==> config.mk <==
export PLATFORM = sky130hd
export DESIGN_NAME = piso_serializer
export DESIGN_NICKNAME = d
export VERILOG_FILES = /design/src/rtl/piso_serializer.sv
export SDC_FILE = /design/constraint.sdc
export NUM_CORES = 1
export LEC_CHECK = 0
export ABC_AREA = 1
export BUFFER_PORTS_ARGS = -buffer_cell sky130_fd_sc_hd__buf_2
export CAP_MARGIN = 0
export CORE_AREA = 4 4 41 43
export DETAILED_ROUTE_END_ITERATION = 16
export DIE_AREA = 0 0 45 47
export GPL_TIMING_DRIVEN = 0
export PLACE_DENSITY = 0.7
export SYNTH_ARGS = -nofsm -noshare
export SYNTH_HDL_FRONTEND = slang
export SYNTH_SLANG_ARGS = --single-unit
==> constraint.sdc <==
create_clock -name clk -period 1.67 [get_ports clk]
set_clock_uncertainty 0.1 [all_clocks]
set_input_delay 0.2505 -clock clk [delete_from_list [all_inputs] [get_ports clk]]
set_output_delay 0.2505 -clock clk [all_outputs]
set_load 0.05 [all_outputs]
==> src/rtl/piso_serializer.sv <==
// -----------------------------------------------------------------------------
// piso_serializer
// Parallel-in, serial-out shift register. A WIDTH-bit word is taken through a
// valid/ready load handshake and sent one bit per enabled clock on data_out,
// with frame markers so a downstream deserializer can be driven directly.
// Back-to-back words are sent with no idle gap.
//
// Configuration macro:
//   PISO_PARITY_EN  - when defined, an even-parity bit (XOR of the captured
//                     word) is appended as the final bit of every frame and
//                     frame_last moves onto it.
//
// Parameters:
//   WIDTH      bits per word (2..32)
//   MSB_FIRST  1: bit WIDTH-1 is sent first, 0: bit 0 is sent first
//
// Ports:
//   clk          system clock, rising edge active
//   rst          asynchronous active-low reset
//   data_in      parallel word to serialize
//   load_valid   data_in is valid this cycle
//   load_ready   serializer can accept a word this cycle
//   shift_en     advance the serial stream this cycle (low stalls)
//   data_out     current serial bit (register output)
//   out_valid    data_out carries a frame bit
//   frame_start  first bit of a frame is presented
//   frame_last   final bit of a frame is presented
// -----------------------------------------------------------------------------
module piso_serializer #(
    parameter int WIDTH     = 4,
    parameter bit MSB_FIRST = 1'b1
) (
    input  logic             clk,
    input  logic             rst,
    input  logic [WIDTH-1:0] data_in,
    input  logic             load_valid,
    output logic             load_ready,
    input  logic             shift_en,
    output logic             data_out,
    output logic             out_valid,
    output logic             frame_start,
    output logic             frame_last
);

`ifdef PISO_PARITY_EN
    localparam int FRAME_LEN = WIDTH + 1;
`else
    localparam int FRAME_LEN = WIDTH;
`endif
    localparam int CNT_W = $clog2(FRAME_LEN);
    localparam logic [CNT_W-1:0] LAST_CNT = CNT_W'(FRAME_LEN - 1);
    localparam logic [CNT_W-1:0] CNT_ONE  = CNT_W'(1);

    typedef enum logic [0:0] {
        IDLE  = 1'b0,
        SHIFT = 1'b1
    } state_t;

    state_t               state_r;
    state_t               next_state_s;
    // Frame bits are held in transmit order: the bit on the wire is always
    // the top of this register, and each shift moves the next bit up.
    logic [FRAME_LEN-1:0] shift_r;
    logic [FRAME_LEN-1:0] next_shift_s;
    logic [FRAME_LEN-1:0] frame_load_s;
    logic [CNT_W-1:0]     cnt_r;
    logic [CNT_W-1:0]     next_cnt_s;
    logic                 frame_start_r;
    logic                 frame_last_r;
    logic                 last_s;
    logic                 load_ready_s;
    logic                 accept_s;

    // Put the word into transmit order so the shifter never needs to know
    // which end goes first.
    function automatic logic [WIDTH-1:0] order_bits(input logic [WIDTH-1:0] w);
        logic [WIDTH-1:0] r;
        r = w;
        if (MSB_FIRST) begin
            r = w;
        end else begin
            for (int i = 0; i < WIDTH; i++) begin
                r[i] = w[WIDTH-1-i];
            end
        end
        return r;
    endfunction

`ifdef PISO_PARITY_EN
    // Even parity: the appended bit makes the total count of ones even.
    function automatic logic parity_even(input logic [WIDTH-1:0] w);
        return ^w;
    endfunction

    assign frame_load_s = {order_bits(data_in), parity_even(data_in)};
`else
    assign frame_load_s = order_bits(data_in);
`endif

    assign last_s   = (cnt_r == LAST_CNT);
    assign accept_s = load_valid && load_ready_s;

    // Load handshake: always open in IDLE; in SHIFT only on a final bit that
    // is actually leaving this cycle, so a stalled final bit blocks loading.
    always_comb begin
        load_ready_s = 1'b0;
        case (state_r)
            IDLE:    load_ready_s = 1'b1;
            SHIFT:   load_ready_s = last_s && shift_en;
            default: load_ready_s = 1'b0;
        endcase
    end

    // Next-state, next shift contents and next bit count.
    always_comb begin
        next_state_s = state_r;
        next_shift_s = shift_r;
        next_cnt_s   = cnt_r;
        case (state_r)
            IDLE: begin
                if (accept_s) begin
                    next_state_s = SHIFT;
                    next_shift_s = frame_load_s;
                    next_cnt_s   = {CNT_W{1'b0}};
                end else begin
                    next_state_s = IDLE;
                end
            end
            SHIFT: begin
                if (!shift_en) begin
                    next_state_s = SHIFT;
                end else if (!last_s) begin
                    next_shift_s = {shift_r[FRAME_LEN-2:0], 1'b0};
                    next_cnt_s   = cnt_r + CNT_ONE;
                end else if (load_valid) begin
                    // Zero-gap chaining into the next word.
                    next_state_s = SHIFT;
                    next_shift_s = frame_load_s;
                    next_cnt_s   = {CNT_W{1'b0}};
                end else begin
                    // Clearing the shifter keeps data_out low while idle.
                    next_state_s = IDLE;
                    next_shift_s = {FRAME_LEN{1'b0}};
                    next_cnt_s   = {CNT_W{1'b0}};
                end
            end
            default: begin
                next_state_s = IDLE;
                next_shift_s = {FRAME_LEN{1'b0}};
                next_cnt_s   = {CNT_W{1'b0}};
            end
        endcase
    end

    // State, shifter, counter and frame-marker registers.
    always_ff @(posedge clk or negedge rst) begin
        if (!rst) begin
            state_r       <= IDLE;
            shift_r       <= {FRAME_LEN{1'b0}};
            cnt_r         <= {CNT_W{1'b0}};
            frame_start_r <= 1'b0;
            frame_last_r  <= 1'b0;
        end else begin
            state_r       <= next_state_s;
            shift_r       <= next_shift_s;
            cnt_r         <= next_cnt_s;
            frame_start_r <= (next_state_s == SHIFT) && (next_cnt_s == {CNT_W{1'b0}});
            frame_last_r  <= (next_state_s == SHIFT) && (next_cnt_s == LAST_CNT);
        end
    end

    assign data_out    = shift_r[FRAME_LEN-1];
    assign out_valid   = (state_r == SHIFT);
    assign frame_start = frame_start_r;
    assign frame_last  = frame_last_r;
    assign load_ready  = load_ready_s;

endmodule

==> metrics, run 1 <==
Crit path max-delay family flip-flops; Core Box Area 0.001301 mm²; Critical Path End Type output pin; crit path cell chain ha_2 > nand2_1 > nand2_2 > buf_4; Slew @ Worst Pin between 200 and 300 ps; drt pass-1 iters 4; WS Path Type flop to output pin; total gr overflow 0; global-route usage over all layers 0.1246; depth of the CTS H-tree 1; Max Fclk between 600 and 700 MHz; Worst R2R Start cnt_r[0]; Final WS setup 84.26 ps; max incr delay on CP approximately 400 ps; pin count of the biggest net entering global routing 10; root buf cell clkbuf_4; synth top area cells dfrtp_1, nand2_1, nor2_1; # Post-CTS Setup Buffers 0; I/O pin count 13; antenna cells 0; cell taking the most area after synthesis dfrtp_1; fill count 139; Clock Latency Late Sink 270 ps; row count 13; max-slew violation count 0; complex-gate fraction of the synthesized area 0.06173; overall via count from detail_route 441; maximum clock path buffer count 2; Die Wd between 40 and 50 µm; mapped cell area between 500 and 600 µm²; xor/xnor cell area share of the yosys netlist 0; max cap viols 0; via/cell ratio between 4 and 5; Die ar. about 0.0021 mm²; mux contribution to synthesized area 0; global-route wire length before repair approximately 1800 µm; area share of fa/ha/maj cells after synthesis 0.02469; initial antenna violation count 0; clock slew at reported path FFs ~60 ps; Initial Util 0.3894; Final GP Congestion roughly 0.80; syn avg cell area approximately 7.8 µm²; Worst EP arrival 1240 ps; initial DRC count 6; most common cell after layout, fill and taps aside nand2_1; share of cells above drive strength 1 0.3293; vias in the first global route 430; final setup vio count 0; WL final slightly above 1000 µm; Layout area overhead 23.70%; # DRC 0; Post-Synthesis Cells 65; leakage power roughly 0.00036 µW; Overall Power approximately 1100 µW; Ys Warns 0; Die H 47 µm; status complete, no violations; pwr dens approximately 1700 mW/mm²; DP Area approximately 600 µm²; clock period minus worst slack around 1600 ps; crit path launch type flop; clock sink total 9; post-synthesis sequential area ratio 0.4444; Hold Vio Cnt, Final 0; most frequent cells in the layout nand2_1, nor2_1, buf_2; I/O Buffers 12; Simple-Gate Fraction of Synth Area 0.3679; post-place setup slack 295.4 ps; fin area roughly 630 µm²; final net count 92; CTS buffer count 3; final worst path period share 0.9495; Post-DP HPWL 762.5 µm; Peak supply drop 1.075 mV; crit path from cnt_r[0]; unrepaired setup endpoints after global routing no; Hold Path Class input pin to flop; largest family of logic cells by synthesized area simple AND/OR/NAND/NOR gates; synthesized flop and latch total 9; hold path startpoint data_in[0]; CP max FO 4; CTS tree built; top cell type's share of synthesized area 0.4444; setup TNS 0 ps; WL per Instance between 10 and 15 µm; WP data required roughly 1300 ps; Syn Nets 74; Cell variety after synth 15; CP max stage cell dfrtp_1; Crit path buffers/inverters 1; relative max-transition margin 0.8308; Final ANT Viol Nets 0
cells in the mapped netlist (all sizes together):
library cell	n
nand2	20
a21oi	1
ha	1
nand3	9
dfrtp	9
o211ai	1
buf	1
inv	10
o21ai	2
nor2	11
worst min-delay path, delay by kind of cell:
family,cells,cell delay (ps)
and+or+nand+nor,1,50
buffers and inverters,1,90
AOI/OAI and AO/OA,1,50
metrics by stage:
step	hold WS (ps)	cells	utilization
2_1_floorplan	-145.1	65	-
3_3_place_gp	11.84	92	0.4500
3_5_place_dp	16.74	92	0.4500
4_1_cts	122.1	97	0.4779
5_1_grt	138.6	97	0.4817
6_report	126.9	97	0.4817
power by group:
| group | internal, µW | switching [µW] | leakage [µW] |
|---|---|---|---|
| Combinational | 174 | 387 | 0.000236 |
| Clock | 92.3 | 80.4 | 0.0000150 |
| Sequential | 306 | 51.2 | 0.000110 |
sequential cells by signal (all words and copies together), names as in the netlist:
register / count
frame_start: 1
frame_last: 1
out_valid: 1
cnt_r: 2
shift_r: 4
worst paths after layout:
| path | endpoint | slack (ps) | depth (start not counted) |
|---|---|---|---|
| max in group asynchronous | shift_r[1] | 1020 | 2 |
| hold reg to reg | shift_r[3] | 420 | 2 |
| setup / recovery | load_ready | 80 | 4 |
| setup reg to reg | shift_r[3] | 440 | 5 |
| hold / removal | shift_r[0] | 130 | 3 |
| min in group asynchronous | out_valid | 260 | 2 |
layout make-up:
class	instances	area, µm²	area share
inverter	10	40.04	0.06387
buffer	1	11.26	0.01796
tap	15	18.77	0.02994
sequential	9	225.2	0.3593
clock buffer	4	26.28	0.04192
timing repair buffer	13	72.57	0.1158
multi-input combinational	45	232.7	0.3713
what timing repair did:
action	in CTS	in global routing
hold buffers	1	0
setup endpoints to repair	0	1
endpoints found under the hold margin	9	0
resized for setup	0	3
cells by family (layout without fill, tap and decap cells):
logic type,count (synthesis),after routing
simple gates,40,40
buf+inv,11,28
flops,9,9
compound gates,4,4
fa+ha+maj,1,1
layer usage:
metal	vias up	track usage	wire length, µm
met2	10	0.1723	449
li1	234	-	-
met4	0	0.1053	39
met3	5	0.04215	52
met5	-	0	0
met1	192	0.1549	483
No activity file was read; power rests on OpenSTA's default activity.
==> run 2, diff against run 1 <==
==> config.mk (replaced) <==
export PLATFORM = sky130hd
export DESIGN_NAME = piso_serializer
export DESIGN_NICKNAME = d
export VERILOG_FILES = /design/src/rtl/piso_serializer.sv
export SDC_FILE = /design/constraint.sdc
export NUM_CORES = 1
export LEC_CHECK = 0
export BUFFER_PORTS_ARGS = -buffer_cell sky130_fd_sc_hd__buf_2
export CAP_MARGIN = 0
export CELL_PAD_IN_SITES_DETAIL_PLACEMENT = 1
export CELL_PAD_IN_SITES_GLOBAL_PLACEMENT = 2
export CORE_MARGIN = 4
export CORE_UTILIZATION = 29
export DETAILED_ROUTE_END_ITERATION = 16
export GPL_TIMING_DRIVEN = 0
export PLACE_DENSITY = 0.82
export SYNTH_ARGS = -nofsm -noshare
export SYNTH_HDL_FRONTEND = slang
export SYNTH_SLANG_ARGS = --single-unit
==> run 2 against run 1 <==
  * Clock power grew 2%
  * Flip-flop and latch count stayed put
  * Synthesized cell count shrank 37%
  * Count of clock-buffer cells in the layout unchanged
  * Critical path type unchanged
==> metrics, run 2 <==
status complete, no violations; Peak supply drop 0.7246 mV (-33%); crit path from cnt_r[0]; global-route usage over all layers 0.1073 (-0.01726); Overall Power 1193 µW (+9.4%); Worst R2R Start cnt_r[0]; Post-DP HPWL 750.3 µm (-1.6%); Worst EP arrival 1260 ps (+20 ps); FFs w/ async S/R, synth 1.000 (unchanged); complex-gate fraction of the synthesized area 0.2028 (+0.1410); # DRC 0 (unchanged); most common cell after layout, fill and taps aside buf_2; relative max-transition margin 0.7923 (-0.03846); drt pass-1 iters 4 (unchanged); Hold Path Class input pin to flop; Reg2Reg Setup Slack 190 ps (-250 ps); depth of the CTS H-tree 1 (unchanged); Core Box Area 0.001383 mm² (+6.3%); max-slew violation count 0 (unchanged); Die H 47.41 µm (+0.87%); Die ar. 0.002248 mm² (+6.3%); syn avg cell area 10.99 µm² (+41%); Initial Util 0.3258 (-0.06363); Simple-Gate Fraction of Synth Area 0.1667 (-0.2012); Ys Warns 0 (unchanged); Syn Nets 50 (-32%); clock slew at reported path FFs 70 ps (about the same); CTS buffer count 3 (unchanged); pin count of the biggest net entering global routing 10 (unchanged); Critical Path End Type output pin; mux contribution to synthesized area 0.06667 (+0.06667); Hold Vio Cnt, Final 0 (unchanged); met3 WL post-DR 39 µm (-25%); Max Fclk 621.2 MHz (-1.5%); Reg power frac 0.307 (-0.020); Layout area overhead 35.00%; root buf cell clkbuf_4; hold path startpoint data_in[0]; WL final 1003 µm (-2.1%); Post-synth EDFFs 0 (unchanged); most frequent cells in the layout buf_2, dfrtp_1, nor2_1, nand2_1, buf_4; Logic pwr share 0.544 (+0.030); WP data required 1320 ps (about the same); via/cell ratio 4.947 (+8.8%); Post-Synthesis Cells 41 (-37%); post-synthesis sequential area ratio 0.5000 (+0.05556); area share of fa/ha/maj cells after synthesis 0.02778 (+0.003086); overall via count from detail_route 376 (-15%); max reg flops 4 (unchanged); met1 wire length 467 µm (-3.3%); cell taking the most area after synthesis dfrtp_1; initial antenna violation count 0 (unchanged); row count 13 (unchanged); max cap viols 0 (unchanged); I/O Buffers 12 (unchanged); setup TNS 0 ps (unchanged); final setup vio count 0 (unchanged); switching part of the total 0.4256 (-0.04998); most common cell in the netlist dfrtp_1; largest register by flop count shift_r; max incr delay on CP 420 ps (about the same); final net count 71 (-23%); global-route wire length before repair 1621 µm (-12%); WS Path Type flop to output pin; crit path launch type flop; Pint 685.3 µW (+20%); Switching Power 507.7 µW (-2.1%); Final ANT Viol Nets 0 (unchanged); Final WS setup 60.19 ps (-24.07 ps); synthesized flop and latch total 9 (unchanged); Max Used Layer met4; CP max FO 4 (unchanged); vias in the first global route 382 (-11%); xor/xnor cell area share of the yosys netlist 0.01944 (+0.01944); WL per Instance 13.20 µm (+25%); Die Wd 47.41 µm (+5.4%); maximum clock path buffer count 2 (unchanged); pwr dens 1962 mW/mm² (+13%); share of cells above drive strength 1 0.4590 (+0.1297); Hold WS 106.7 ps (-20.18 ps); top cell type's share of synthesized area 0.5000 (+0.05556); clock period minus worst slack 1610 ps (+24.07 ps); largest family of logic cells by synthesized area compound AO/OA/AOI/OAI gates; Primary FF master, synth dfrtp_1; total gr overflow 0 (unchanged); Crit path buffers/inverters 2 (+1); final worst path period share 0.9640 (+0.01441); CTS tree built; I/O pin count 13 (unchanged); Crit path max-delay family flip-flops; mapped cell area 450.4 µm² (-11%); crit path cell chain ha_4 > a21boi_2 > inv_1 > buf_4; clock sink total 9 (unchanged); synth top area cells dfrtp_1, mux2_4, a22oi_1; CP max stage cell dfrtp_1; Met2 Routed Length 466 µm (+3.8%); Final GP Congestion 0.6292 (-21%); Cell variety after synth 20 (+5); DP Area 529.3 µm² (-9.6%); Synth top cells by count dfrtp_1, nand2_1, nor2_1; fin area 608.1 µm² (-3.0%); Slew @ Worst Pin 309.5 ps (+53.86 ps); leakage power 0.0002935 µW (-19%); initial DRC count 4 (-2); Largest regs shift_r: 4 flops, cnt_r: 2 flops; post-place setup slack 57.87 ps (-237.6 ps); Clock Latency Late Sink 270 ps (about the same); antenna cells 0 (unchanged); Clock power frac 0.149 (-0.009)
==> run 2: changes by cell type after synthesis, moves of 2 or more <==
cell     previous run  this run
inv_1               7         2
nand2_4             2         0
nand2_2             2         0
nor2_1             11         4
a21oi_1             0         3
nor2b_1             0         2
nand3_1             8         1
a22oi_1             0         3
mux2_4              0         2
nand2_1            16         4
inv_2               2         0
==> run 2: timing repair <==
| item | 4_1_cts | 5_1_grt |
|---|---|---|
| hold buffers | 1 | 0 |
| hold endpoints to repair | 9 | 0 |
| endpoints found under the setup margin | 1 | 1 |
| setup buffers | 1 | 2 |
| gates resized for setup | 4 | 2 |
| pin swaps | 0 | 1 |
==> run 2: worst paths after layout <==
check,endpoint,cells after the start
worst max register to register,frame_last,4
min in group asynchronous,cnt_r[1],2
max in group asynchronous,out_valid,2
worst max-delay path,load_ready,4
worst min-delay path,shift_r[0],3
worst min register to register,shift_r[3],2
==> run 2: per-stage QoR <==
stage,util,std cells
after floorplan,-,41
after global placement,0.3828,68
after detailed placement,0.3828,68
after CTS,0.4208,74
after global routing,0.4398,76
final,0.4398,76
==> run 2: routing by layer <==
metal | vias to the layer above | track usage
met1 | 181 | 0.1382
met3 | 4 | 0.01128
li1 | 183 | -
met4 | 0 | 0.08287
met5 | - | 0
met2 | 8 | 0.1631
==> run 2: layout make-up <==
type	count	area (µm²)
tap	15	18.77
inverter	2	7.507
multi-input combinational	30	234.0
timing repair buffer	16	95.09
sequential	9	226.5
clock buffer	4	26.28
fill	165	774.5
==> run 2: kinds of logic (layout without fill, tap and decap cells) <==
| kind of cell | Yosys count | in the layout |
|---|---|---|
| fa+ha+maj | 1 | 1 |
| simple gates | 14 | 14 |
| flops | 9 | 9 |
| compound gates | 12 | 12 |
| buf+inv | 2 | 22 |
| mux | 2 | 2 |
| xor+xnor | 1 | 1 |
==> run 2: power groups by stage <==
stage          clock network (µW)  logic [µW]  registers (µW)
2_1_floorplan                   0         334             478
3_3_place_gp                    0         555             366
3_5_place_dp                    0         563             371
4_1_cts                       181         610             356
5_1_grt                       193         703             378
6_report                      177         649             367
==> run 2: worst min-delay path, delay by kind of cell <==
kind / cells / cell delay (ps)
AOI/OAI and AO/OA: 1 / 60
buffers and inverters: 1 / 70
and+or+nand+nor: 1 / 50
==> run 3, diff against run 2 <==
--- a/config.mk
+++ b/config.mk
@@ -5,7 +5,7 @@
 export SDC_FILE = /design/constraint.sdc
 export NUM_CORES = 1
 export LEC_CHECK = 0
-export BUFFER_PORTS_ARGS = -buffer_cell sky130_fd_sc_hd__buf_2
+export BUFFER_PORTS_ARGS = -buffer_cell sky130_fd_sc_hd__clkbuf_2
 export CAP_MARGIN = 0
 export CELL_PAD_IN_SITES_DETAIL_PLACEMENT = 1
 export CELL_PAD_IN_SITES_GLOBAL_PLACEMENT = 2
==> constraint.sdc (replaced) <==
create_clock -name clk -period 1.67 [get_ports clk]
set_clock_uncertainty 0.1 [all_clocks]
set_input_delay 0.2505 -clock clk [delete_from_list [all_inputs] [get_ports clk]]
set_output_delay 0.2505 -clock clk [all_outputs]
set_load 0.02 [all_outputs]
==> run 3 against run 2 <==
  * First-iteration DRC count unchanged
  * Combinational power fell by 16%
  * Register-to-register slack hardly changed
  * Core utilization decreased by 0.18 points
  * Maximum frequency increased by 1.3%
  * Critical endpoint unchanged
  * Largest cell class unchanged
==> metrics, run 3 (synthesis results as in run 2) <==
CTS tree built; Critical Path Sink load_ready; clock period minus worst slack 1590 ps (-20.02 ps); Core Box Area 0.001383 mm² (unchanged); Initial Util 0.3258 (unchanged); Hold Path Class input pin to flop; pwr dens 1794 mW/mm² (-8.6%); crit path launch type flop; total gr overflow 0 (unchanged); WP data required 1320 ps (about the same); max incr delay on CP 440 ps (+20 ps); max reg flops 4 (unchanged); Largest regs shift_r: 4 flops, cnt_r: 2 flops; Placed Cells 68 (unchanged); leakage power 0.0002947 µW (+0.42%); Worst Reg-to-Reg Cells 4 (unchanged); max cap viols 0 (unchanged); pin count of the biggest net entering global routing 10 (unchanged); CP max stage cell dfrtp_2; clock slew at reported path FFs 70 ps (about the same); grt met1 use 0.1290 (-0.009217); final net count 71 (unchanged); CP max FO 4 (unchanged); WL per Instance 13.03 µm (-1.3%); Hold WS 133.2 ps (+26.44 ps); Critical Path End Type output pin; global-route usage over all layers 0.1089 (+0.001544); max-slew violation count 0 (unchanged); DP Area 529.3 µm² (unchanged); share of cells above drive strength 1 0.4590 (unchanged); Final Util 0.4380 (-0.001810); status complete, no violations; non-filler cells, final 76 (unchanged); drt pass-1 iters 3 (-1); crit path from cnt_r[0]; most common cell after layout, fill and taps aside clkbuf_2; depth of the CTS H-tree 1 (unchanged); Die H 47.41 µm (unchanged); vias in the first global route 390 (+2.1%); I/O pin count 13 (unchanged); crit path cell chain ha_4 > a21boi_2 > inv_1 > clkbuf_2; maximum clock path buffer count 2 (unchanged); Die ar. 0.002248 mm² (unchanged); area of the multi-input gates 234.0 µm² (unchanged); Worst EP arrival 1240 ps (-20 ps); Worst R2R Start cnt_r[0]; Peak supply drop 0.6258 mV (-14%); relative max-transition margin 0.8104 (+0.01813); root buf cell clkbuf_4; WL final 990 µm (-1.3%); Hold Vio Cnt, Final 0 (unchanged); Seq. cell area 226.5 µm² (unchanged); global-route wire length before repair 1621 µm (unchanged); initial antenna violation count 0 (unchanged); Final GP Congestion 0.6289 (about the same); WS Path Type flop to output pin; most frequent cells in the layout clkbuf_2, dfrtp_1, nor2_1, nand2_1; Reg2Reg Setup Slack 180 ps (about the same); overall via count from detail_route 362 (-3.7%); GR Layer Usage met2 0.1684 (+0.005348); Die Wd 47.41 µm (unchanged); fin area 605.6 µm² (-0.41%); unrepaired setup endpoints after global routing no; Max Fclk 629.0 MHz (+1.3%); clock sink total 9 (unchanged); I/O Buffers 12 (unchanged); Post-DP HPWL 748.6 µm (-0.23%); initial DRC count 4 (unchanged); Most Crowded Layer GR met2; antenna cells 0 (unchanged); final worst path period share 0.9520 (-0.01199); Final ANT Viol Nets 0 (unchanged); largest register by flop count shift_r; Reg-to-Reg End frame_last; CTS buffer count 3 (unchanged); Slew @ Worst Pin 282.5 ps (-27.01 ps); via/cell ratio 4.763 (-3.7%); Layout area overhead 34.44%; final setup vio count 0 (unchanged); row count 13 (unchanged); # DRC 0 (unchanged); fill count 161 (-2.4%); setup TNS 0 ps (unchanged); M3 GR Usage 0.01504 (+0.003759); Clock Latency Late Sink 260 ps (about the same)
-- run 3: cell count changes in the layout (fill, tap and decap cells not counted) --
cell      delta
clkbuf_2    +12
buf_2       -11
buf_4        -1
-- run 3: worst min path at each step --
stage / from / to / slack [ps] / cells past startpoint
2_1_floorplan: rst / cnt_r[0] / -150 / 0
3_3_place_gp: rst / frame_start / 20 / 1
3_5_place_dp: rst / frame_start / 20 / 1
4_1_cts: data_in[0] / shift_r[0] / 140 / 3
5_1_grt: load_valid / out_valid / 140 / 2
6_report: data_in[0] / shift_r[0] / 130 / 3
-- run 3: where the power goes --
| part | switching, µW | leakage [µW] | internal (µW) |
|---|---|---|---|
| clock network | 77.5 | 0.0000150 | 92.1 |
| logic | 259 | 0.000173 | 286 |
| registers | 66.4 | 0.000107 | 306 |
| total | 402 | 0.000295 | 684 |
-- run 3: cell type report --
cell class / count / share of cell area
multi-input combinational: 30 / 0.3864
timing repair buffer: 16 / 0.1529
tap: 15 / 0.03099
sequential: 9 / 0.3740
clock buffer: 4 / 0.04339
inverter: 2 / 0.01240
-- run 3: per-stage QoR --
stage / total power, µW / worst slack, ps
finish: 1086 / 80.21
floorplan: 714.6 / 168.9
CTS: 1020 / 7.626
detailed placement: 834.5 / 120.4
global placement: 823.2 / 131.4
global route: 1168 / 12.27
-- run 3: routing by layer --
metal  up-vias  wire, µm
met1       172       462
met2         5       475
met4         0        27
li1        183         -
met5         -         0
met3         2        26
-- run 3: repair_timing --
action	in CTS	in global routing
endpoints found under the setup margin	1	1
buffers inserted	0	3
resized for setup	3	2
hold buffers	1	0
endpoints found under the hold margin	9	0
gates cloned	0	0
-- run 3: critical path, delay by kind of cell, from the launching register on --
kind / cells / cell delay (ps)
compound gates: 1 / 160
fa+ha+maj: 1 / 180
buf+inv: 2 / 200
flops: 1 / 440
